`config.mk`:
```
export PLATFORM = sky130hd
export DESIGN_NAME = clock_display_ctrl
export DESIGN_NICKNAME = d
export VERILOG_FILES = /design/src/rtl/clock_display_ctrl.sv
export SDC_FILE = /design/constraint.sdc
export NUM_CORES = 1
export LEC_CHECK = 0
export CORE_MARGIN = 5
export CORE_UTILIZATION = 44
export CTS_CLUSTER_DIAMETER = 30
export DETAILED_ROUTE_END_ITERATION = 16
export GPL_ROUTABILITY_DRIVEN = 0
export HOLD_SLACK_MARGIN = 0.06
export PLACE_DENSITY_LB_ADDON = 0.15
export SYNTH_ARGS = -nofsm -noshare
export SYNTH_HDL_FRONTEND = slang
export SYNTH_SLANG_ARGS = --single-unit
```
`constraint.sdc`:
```
create_clock -name clk_100Mhz -period 5.04 [get_ports clk_100Mhz]
set_input_delay 1.008 -clock clk_100Mhz [delete_from_list [all_inputs] [get_ports clk_100Mhz]]
set_output_delay 1.008 -clock clk_100Mhz [all_outputs]
set_load 0.1 [all_outputs]
```
`src/rtl/clock_display_ctrl.sv`:
```
// HH:MM:SS BCD timekeeper with a RUN/SET_HRS/SET_MINS set-mode FSM and a
// registered 4-digit multiplexed seven-segment driver (active-low outputs).
module clock_display_ctrl #(
  parameter int CLK_HZ     = 100_000_000,
  parameter int REFRESH_HZ = 1000
) (
  input  logic       clk_100Mhz,
  input  logic       reset,
  input  logic       btn_set,
  input  logic       btn_inc,
  input  logic       mode_12h,
  input  logic       view_sec,
  output logic [0:6] seg,
  output logic [3:0] an,
  output logic       dp,
  output logic       pm,
  output logic       blink
);

  localparam int PW       = (CLK_HZ > 1) ? $clog2(CLK_HZ) : 1;
  localparam int SCAN_DIV = CLK_HZ / (4 * REFRESH_HZ);
  localparam int SW       = (SCAN_DIV > 1) ? $clog2(SCAN_DIV) : 1;

  localparam logic [PW-1:0] PRESC_MAX  = PW'(CLK_HZ - 1);
  localparam logic [PW-1:0] PRESC_HALF = PW'(CLK_HZ / 2);
  localparam logic [SW-1:0] SCAN_MAX   = SW'(SCAN_DIV - 1);
  localparam logic [3:0]    DIG_BLANK  = 4'hF;

  typedef enum logic [1:0] {
    ST_RUN      = 2'd0,
    ST_SET_HRS  = 2'd1,
    ST_SET_MINS = 2'd2
  } state_e;

  // Active-low segments, bit 6 = a ... bit 0 = g; any non-decimal code blanks.
  function automatic logic [6:0] seg_enc(input logic [3:0] d);
    logic [6:0] s;
    case (d)
      4'd0:    s = 7'b0000001;
      4'd1:    s = 7'b1001111;
      4'd2:    s = 7'b0010010;
      4'd3:    s = 7'b0000110;
      4'd4:    s = 7'b1001100;
      4'd5:    s = 7'b0100100;
      4'd6:    s = 7'b0100000;
      4'd7:    s = 7'b0001111;
      4'd8:    s = 7'b0000000;
      4'd9:    s = 7'b0000100;
      default: s = 7'b1111111;
    endcase
    return s;
  endfunction

  // {tens[2:0], ones[3:0]} BCD increment wrapping 59 -> 00.
  function automatic logic [6:0] bcd60_inc(input logic [6:0] v);
    logic [6:0] r;
    if (v[3:0] == 4'd9) begin
      r[3:0] = 4'd0;
      if (v[6:4] == 3'd5) begin
        r[6:4] = 3'd0;
      end else begin
        r[6:4] = v[6:4] + 3'd1;
      end
    end else begin
      r[6:4] = v[6:4];
      r[3:0] = v[3:0] + 4'd1;
    end
    return r;
  endfunction

  // {tens[1:0], ones[3:0]} BCD increment wrapping 23 -> 00.
  function automatic logic [5:0] bcd24_inc(input logic [5:0] v);
    logic [5:0] r;
    if (v == 6'h23) begin
      r = 6'h00;
    end else if (v[3:0] == 4'd9) begin
      r = {v[5:4] + 2'd1, 4'd0};
    end else begin
      r = {v[5:4], v[3:0] + 4'd1};
    end
    return r;
  endfunction

  state_e          state_q, state_d;
  logic [PW-1:0]   presc_q, presc_d;
  logic [SW-1:0]   scan_cnt_q, scan_cnt_d;
  logic [1:0]      scan_idx_q, scan_idx_d;
  logic            btn_set_q, btn_set_d;
  logic            btn_inc_q, btn_inc_d;
  logic [5:0]      hr_q, hr_d;
  logic [6:0]      min_q, min_d;
  logic [6:0]      sec_q, sec_d;
  logic [6:0]      seg_q, seg_d;
  logic [3:0]      an_q, an_d;
  logic            dp_q, dp_d;
  logic            pm_q, pm_d;
  logic            blink_q, blink_d;

  logic            set_rise, inc_rise, tick;
  logic            run_en, edit_hrs, edit_mins, hr_inc, min_inc, exit_set;
  logic            sec_step, min_step, hr_step;
  logic [4:0]      hr_bin, hr_disp;
  logic [3:0]      hr_tens, hr_ones;
  logic            mmss;
  logic [3:0]      dig3, dig2, dig1, dig0, cur_dig;

  assign set_rise = btn_set & ~btn_set_q;
  assign inc_rise = btn_inc & ~btn_inc_q;
  assign tick     = (presc_q == PRESC_MAX);

  // FSM next-state: each set-button rise advances one state around the ring.
  always_comb begin
    state_d = state_q;
    case (state_q)
      ST_RUN:      if (set_rise) state_d = ST_SET_HRS;  else state_d = ST_RUN;
      ST_SET_HRS:  if (set_rise) state_d = ST_SET_MINS; else state_d = ST_SET_HRS;
      ST_SET_MINS: if (set_rise) state_d = ST_RUN;      else state_d = ST_SET_MINS;
      default:     state_d = ST_RUN;
    endcase
  end

  // FSM outputs; a set rise masks a simultaneous inc rise.
  always_comb begin
    run_en    = 1'b0;
    edit_hrs  = 1'b0;
    edit_mins = 1'b0;
    hr_inc    = 1'b0;
    min_inc   = 1'b0;
    exit_set  = 1'b0;
    case (state_q)
      ST_RUN: run_en = 1'b1;
      ST_SET_HRS: begin
        edit_hrs = 1'b1;
        hr_inc   = inc_rise & ~set_rise;
      end
      ST_SET_MINS: begin
        edit_mins = 1'b1;
        min_inc   = inc_rise & ~set_rise;
        exit_set  = set_rise;
      end
      default: run_en = 1'b0;
    endcase
  end

  // Prescaler, scan divider and button history next values.
  always_comb begin
    btn_set_d = btn_set;
    btn_inc_d = btn_inc;
    if (exit_set || tick) begin
      presc_d = '0;
    end else begin
      presc_d = presc_q + PW'(1);
    end
    if (scan_cnt_q == SCAN_MAX) begin
      scan_cnt_d = '0;
      scan_idx_d = scan_idx_q + 2'd1;
    end else begin
      scan_cnt_d = scan_cnt_q + SW'(1);
      scan_idx_d = scan_idx_q;
    end
  end

  // Time update: ticks only count in RUN; set-mode increments never carry.
  always_comb begin
    sec_step = run_en & tick;
    min_step = (sec_step & (sec_q == 7'h59)) | min_inc;
    hr_step  = (sec_step & (sec_q == 7'h59) & (min_q == 7'h59)) | hr_inc;
    if (exit_set) begin
      sec_d = 7'h00;
    end else if (sec_step) begin
      sec_d = bcd60_inc(sec_q);
    end else begin
      sec_d = sec_q;
    end
    if (min_step) begin
      min_d = bcd60_inc(min_q);
    end else begin
      min_d = min_q;
    end
    if (hr_step) begin
      hr_d = bcd24_inc(hr_q);
    end else begin
      hr_d = hr_q;
    end
    pm_d    = (hr_d >= 6'h12);
    blink_d = (presc_d < PRESC_HALF);
  end

  // Digit selection: 12-hour conversion, view select and edit-field blinking.
  always_comb begin
    hr_bin = ({3'b000, hr_q[5:4]} * 5'd10) + {1'b0, hr_q[3:0]};
    if (!mode_12h) begin
      hr_disp = hr_bin;
    end else if (hr_bin == 5'd0) begin
      hr_disp = 5'd12;
    end else if (hr_bin > 5'd12) begin
      hr_disp = hr_bin - 5'd12;
    end else begin
      hr_disp = hr_bin;
    end
    if (hr_disp >= 5'd20) begin
      hr_tens = 4'd2;
      hr_ones = 4'(hr_disp - 5'd20);
    end else if (hr_disp >= 5'd10) begin
      hr_tens = 4'd1;
      hr_ones = 4'(hr_disp - 5'd10);
    end else begin
      hr_tens = 4'd0;
      hr_ones = 4'(hr_disp);
    end
    mmss = view_sec & run_en;
    if (mmss) begin
      dig3 = {1'b0, min_q[6:4]};
      dig2 = min_q[3:0];
      dig1 = {1'b0, sec_q[6:4]};
      dig0 = sec_q[3:0];
    end else begin
      if (mode_12h && (hr_tens == 4'd0)) begin
        dig3 = DIG_BLANK;
      end else begin
        dig3 = hr_tens;
      end
      dig2 = hr_ones;
      dig1 = {1'b0, min_q[6:4]};
      dig0 = min_q[3:0];
    end
    if (edit_hrs && !blink_q) begin
      dig3 = DIG_BLANK;
      dig2 = DIG_BLANK;
    end else begin
      dig3 = dig3;
      dig2 = dig2;
    end
    if (edit_mins && !blink_q) begin
      dig1 = DIG_BLANK;
      dig0 = DIG_BLANK;
    end else begin
      dig1 = dig1;
      dig0 = dig0;
    end
    case (scan_idx_q)
      2'd0:    cur_dig = dig0;
      2'd1:    cur_dig = dig1;
      2'd2:    cur_dig = dig2;
      2'd3:    cur_dig = dig3;
      default: cur_dig = DIG_BLANK;
    endcase
    seg_d = seg_enc(cur_dig);
    an_d  = ~(4'b0001 << scan_idx_q);
    if (scan_idx_q == 2'd2) begin
      dp_d = run_en ? ~blink_q : 1'b0;
    end else begin
      dp_d = 1'b1;
    end
  end

  // Control state: FSM, prescaler, scan position and button history.
  always_ff @(posedge clk_100Mhz) begin
    if (reset) begin
      state_q    <= ST_RUN;
      presc_q    <= '0;
      scan_cnt_q <= '0;
      scan_idx_q <= 2'd0;
      btn_set_q  <= 1'b0;
      btn_inc_q  <= 1'b0;
    end else begin
      state_q    <= state_d;
      presc_q    <= presc_d;
      scan_cnt_q <= scan_cnt_d;
      scan_idx_q <= scan_idx_d;
      btn_set_q  <= btn_set_d;
      btn_inc_q  <= btn_inc_d;
    end
  end

  // BCD time registers.
  always_ff @(posedge clk_100Mhz) begin
    if (reset) begin
      hr_q  <= 6'h00;
      min_q <= 7'h00;
      sec_q <= 7'h00;
    end else begin
      hr_q  <= hr_d;
      min_q <= min_d;
      sec_q <= sec_d;
    end
  end

  // Registered pin drivers.
  always_ff @(posedge clk_100Mhz) begin
    if (reset) begin
      seg_q   <= 7'b1111111;
      an_q    <= 4'b1111;
      dp_q    <= 1'b1;
      pm_q    <= 1'b0;
      blink_q <= 1'b1;
    end else begin
      seg_q   <= seg_d;
      an_q    <= an_d;
      dp_q    <= dp_d;
      pm_q    <= pm_d;
      blink_q <= blink_d;
    end
  end

  assign seg   = seg_q;
  assign an    = an_q;
  assign dp    = dp_q;
  assign pm    = pm_q;
  assign blink = blink_q;

endmodule

```
==> impl_results.md <==
* Status: completed
* CTS tree: done
* Syn avg cell area at 8.213 µm²
* ANT cells at 0
* Pin count of the biggest net entering global routing at 30
* Gr usage total at 0.1650
* Buffers and inverters on the worst path at 4
* Final Slew Violations at 0
* CP required at 5.29 ns
* Overall routed net length at 10.33 mm
* Peak supply drop at 0.2130 mV
* Setup CP Type: flip-flop to flip-flop
* Crit path DAT at 5.00 ns
* Routed vias/inst at 5.422
* WL/cell at 13.69 µm
* HP Class: flip-flop to flip-flop
* CTS Buffer Depth at 2
* Critical Path Max Stage Delay at 0.43 ns
* Post-synth top area share at 0.3405
* Clock Sinks at 82
* Synth Warn # at 0
* Syn Nets at 618
* Die Area at 0.01315 mm²
* Startpoint class of the critical path: flip-flop
* Synth area leaders: dfxtp_1, nor2_1, ha_1
* Post-Synthesis Cells at 587
* Netlist cell types at 82
* Most frequent cells in the layout: nor2_1, dfxtp_1, nand2_1
* Post-Place Cells at 736
* Final #Nets at 640
* FP Rows at 38
* Largest fanout on the critical path at 7
* Cell taking the most area after synthesis: dfxtp_1
* Fin Hold WS at 0.4648 ns
* Ratio of final minimum period to clock period at 0.9422
* Vias at 4088
* Chip Width at 114.7 µm
* Leakage at 2.064 nW
* Fin area at 0.005365 mm²
* Top_reg_cell synth: dfxtp_1
* Number of synthesized flops with an enable pin at 0
* Vias in the first global route at 3932
* Worst skew pair latency at 0.37 ns
* First-pass GRT wire length at 17.73 mm
* Clock slew at reported path FFs at 0.09 ns
* CTS H-tree lvls at 3
* Most common cell after layout, fill and taps aside: nor2_1
* Layout fillers at 1059
* CTS Root Cell: clkbuf_8
* PortBufs at 19
* Final Hold Fails at 0
* Area post-placement at 0.005162 mm²
* Hold_sp: presc_q[0]$_SDFF_PP0_
* Setup violations, final at 0
* Initial DRC Count at 231
* Slew HR at 0.2299
* Crit path time final at 4.748 ns
* Post-DP HPWL at 7.686 mm
* Clock skew at 0.01163 ns
* Die boundary height at 114.7 µm
* Initial antenna violation count at 0
* CP Launch Point: hr_q[1]$_SDFF_PP0_
* Asr flop ratio synth at 0
* Util after Layout at 0.4971
* Count of non-filler cells in the finished layout at 754
* Starting density of the core at 0.4467
* Layout cells sized above 1 at 0.09121
* Synth Cell Area at 0.004821 mm²
* Most frequent CP cell: ha_1
* P&R area growth vs syn at 11.29%
* Max-Cap Viols at 0
* Post-route setup TNS at 0 ns
* Seq cells post-synth at 82
* Hold buffer count at CTS at 0
* CP Cell Sequence: ha_1 -> inv_1 -> fa_1 -> xor2_2 -> ha_1 -> nor3b_4 -> buf_4 -> nor4_1 -> o311a_4 -> or2_2 -> ha_1 -> nand3_1 -> nand3_1 -> o221ai_1 -> a22o_1 -> inv_1 -> ha_1 -> inv_1 -> nor2_1 -> o32a_1
* Max Fclk at 0.2106 GHz
* First-pass detailed-route iteration total at 4
* Power per standard cell area at 235.1 mW/mm²
* Critical Path End Type: flip-flop
* TritonCTS buffer count at 9
* CP delay by family, top: adder cells
* Detail Route Antenna Nets at 0
* Critical R2R Launch: hr_q[1]$_SDFF_PP0_
* Drt drc at 0
* Register area share after synthesis at 0.3405
* Worst slew pin tran at 1.145 ns
* Worst-path cell with the longest stage delay: dfxtp_1
* IO Pins at 20
* Core box area at 0.01079 mm²
* Congestion Overflow GR at 0
[layout make-up]
| class | instances | area, µm² | share of cell area |
|---|---|---|---|
| multi-input cells | 457 | 3009 | 0.5609 |
| well taps | 140 | 175.2 | 0.03265 |
| flip-flops and latches | 82 | 1642 | 0.3060 |
| clock buffers | 10 | 127.6 | 0.02379 |
| inverters | 32 | 120.1 | 0.02239 |
| clock inverters | 6 | 41.29 | 0.007696 |
| repair buffers | 27 | 250.2 | 0.04664 |
[worst register-to-register path, cell delays in order (launching register included)]
cell and delay (ns):
dfxtp_1 0.43, ha_1 0.22, inv_1 0.06, fa_1 0.43
xor2_2 0.25, ha_1 0.19, nor3b_4 0.25, buf_4 0.17
nor4_1 0.06, o311a_4 0.34, or2_2 0.33, ha_1 0.20
nand3_1 0.14, nand3_1 0.19, o221ai_1 0.24, a22o_1 0.33
inv_1 0.13, ha_1 0.30, inv_1 0.07, nor2_1 0.04
o32a_1 0.27
[per-stage QoR]
stage | setup slack (ns) | total power (W)
global route | -0.06869 | 0.001329
detailed placement | -0.004370 | 0.0008456
CTS | 0.09215 | 0.001282
finish | 0.2915 | 0.001261
floorplan | 0.3875 | 0.0008042
global placement | 0.2286 | 0.0008429
[layer usage]
layer | track usage | wire length (µm) | vias up | part of all wire
li1 | - | - | 2115 | -
met1 | 0.2010 | 4854 | 1903 | 0.47
met2 | 0.2775 | 4947 | 55 | 0.48
met3 | 0.04757 | 370 | 15 | 0.036
met4 | 0.05701 | 153 | 0 | 0.015
met5 | 0 | 0 | - | 0
[worst paths after layout]
check	slack (ns)	cells after the start	to
min	0.46	1	presc_q[0]$_SDFF_PP0_
max reg2reg	0.29	20	seg[3]$_SDFF_PP1_
min reg2reg	0.46	1	presc_q[0]$_SDFF_PP0_
max	0.29	20	seg[3]$_SDFF_PP1_
[cell families after synthesis]
kind of cell / Yosys count / share of synthesized area
AOI/OAI and AO/OA: 104 / 0.1539
xor gates and xnor gates: 47 / 0.08539
adders and majority gates: 25 / 0.06644
buffers and inverters: 48 / 0.03919
DFF: 82 / 0.3405
muxes: 11 / 0.02388
and+or+nand+nor: 270 / 0.2907
[synth_stat cells, drive strengths merged (5+ instances only)]
| cell | number |
|---|---|
| clkbuf | 14 |
| nor3 | 16 |
| xor2 | 22 |
| nand4 | 15 |
| xnor2 | 25 |
| nor3b | 7 |
| o21ai | 22 |
| o31ai | 6 |
| and2 | 6 |
| nor2b | 12 |
| ha | 24 |
| and3 | 9 |
| or2 | 9 |
| inv | 32 |
| or3 | 7 |
| nand2b | 5 |
| nor4 | 8 |
| nand2 | 49 |
| a21oi | 26 |
| nand3 | 24 |
| nor2 | 88 |
| mux2i | 7 |
| dfxtp | 82 |
[power by group]
part | internal (W) | switching, W
combinational | 0.0000519 | 0.000109
sequential | 0.000660 | 0.0000108
clock | 0.000180 | 0.000250
total | 0.000892 | 0.000369
[repair_timing]
action	4_1_cts	5_1_grt
pin swaps	0	1
resized for setup	1	3
endpoints found under the setup margin	1	7
endpoints found under the hold margin	0	0
setup buffers	0	2
[flip-flops by register name, indices dropped and copies added (netlist names)]
| register | cells |
|---|---|
| an | 4 |
| blink | 1 |
| btn_inc_q | 1 |
| btn_set_q | 1 |
| dp | 1 |
| hr_q | 6 |
| min_q | 7 |
| pm | 1 |
| presc_q | 27 |
| scan_cnt_q | 15 |
| scan_idx_q | 2 |
| sec_q | 7 |
| seg | 7 |
| state_q | 2 |
(Power assumes the default switching activity.)
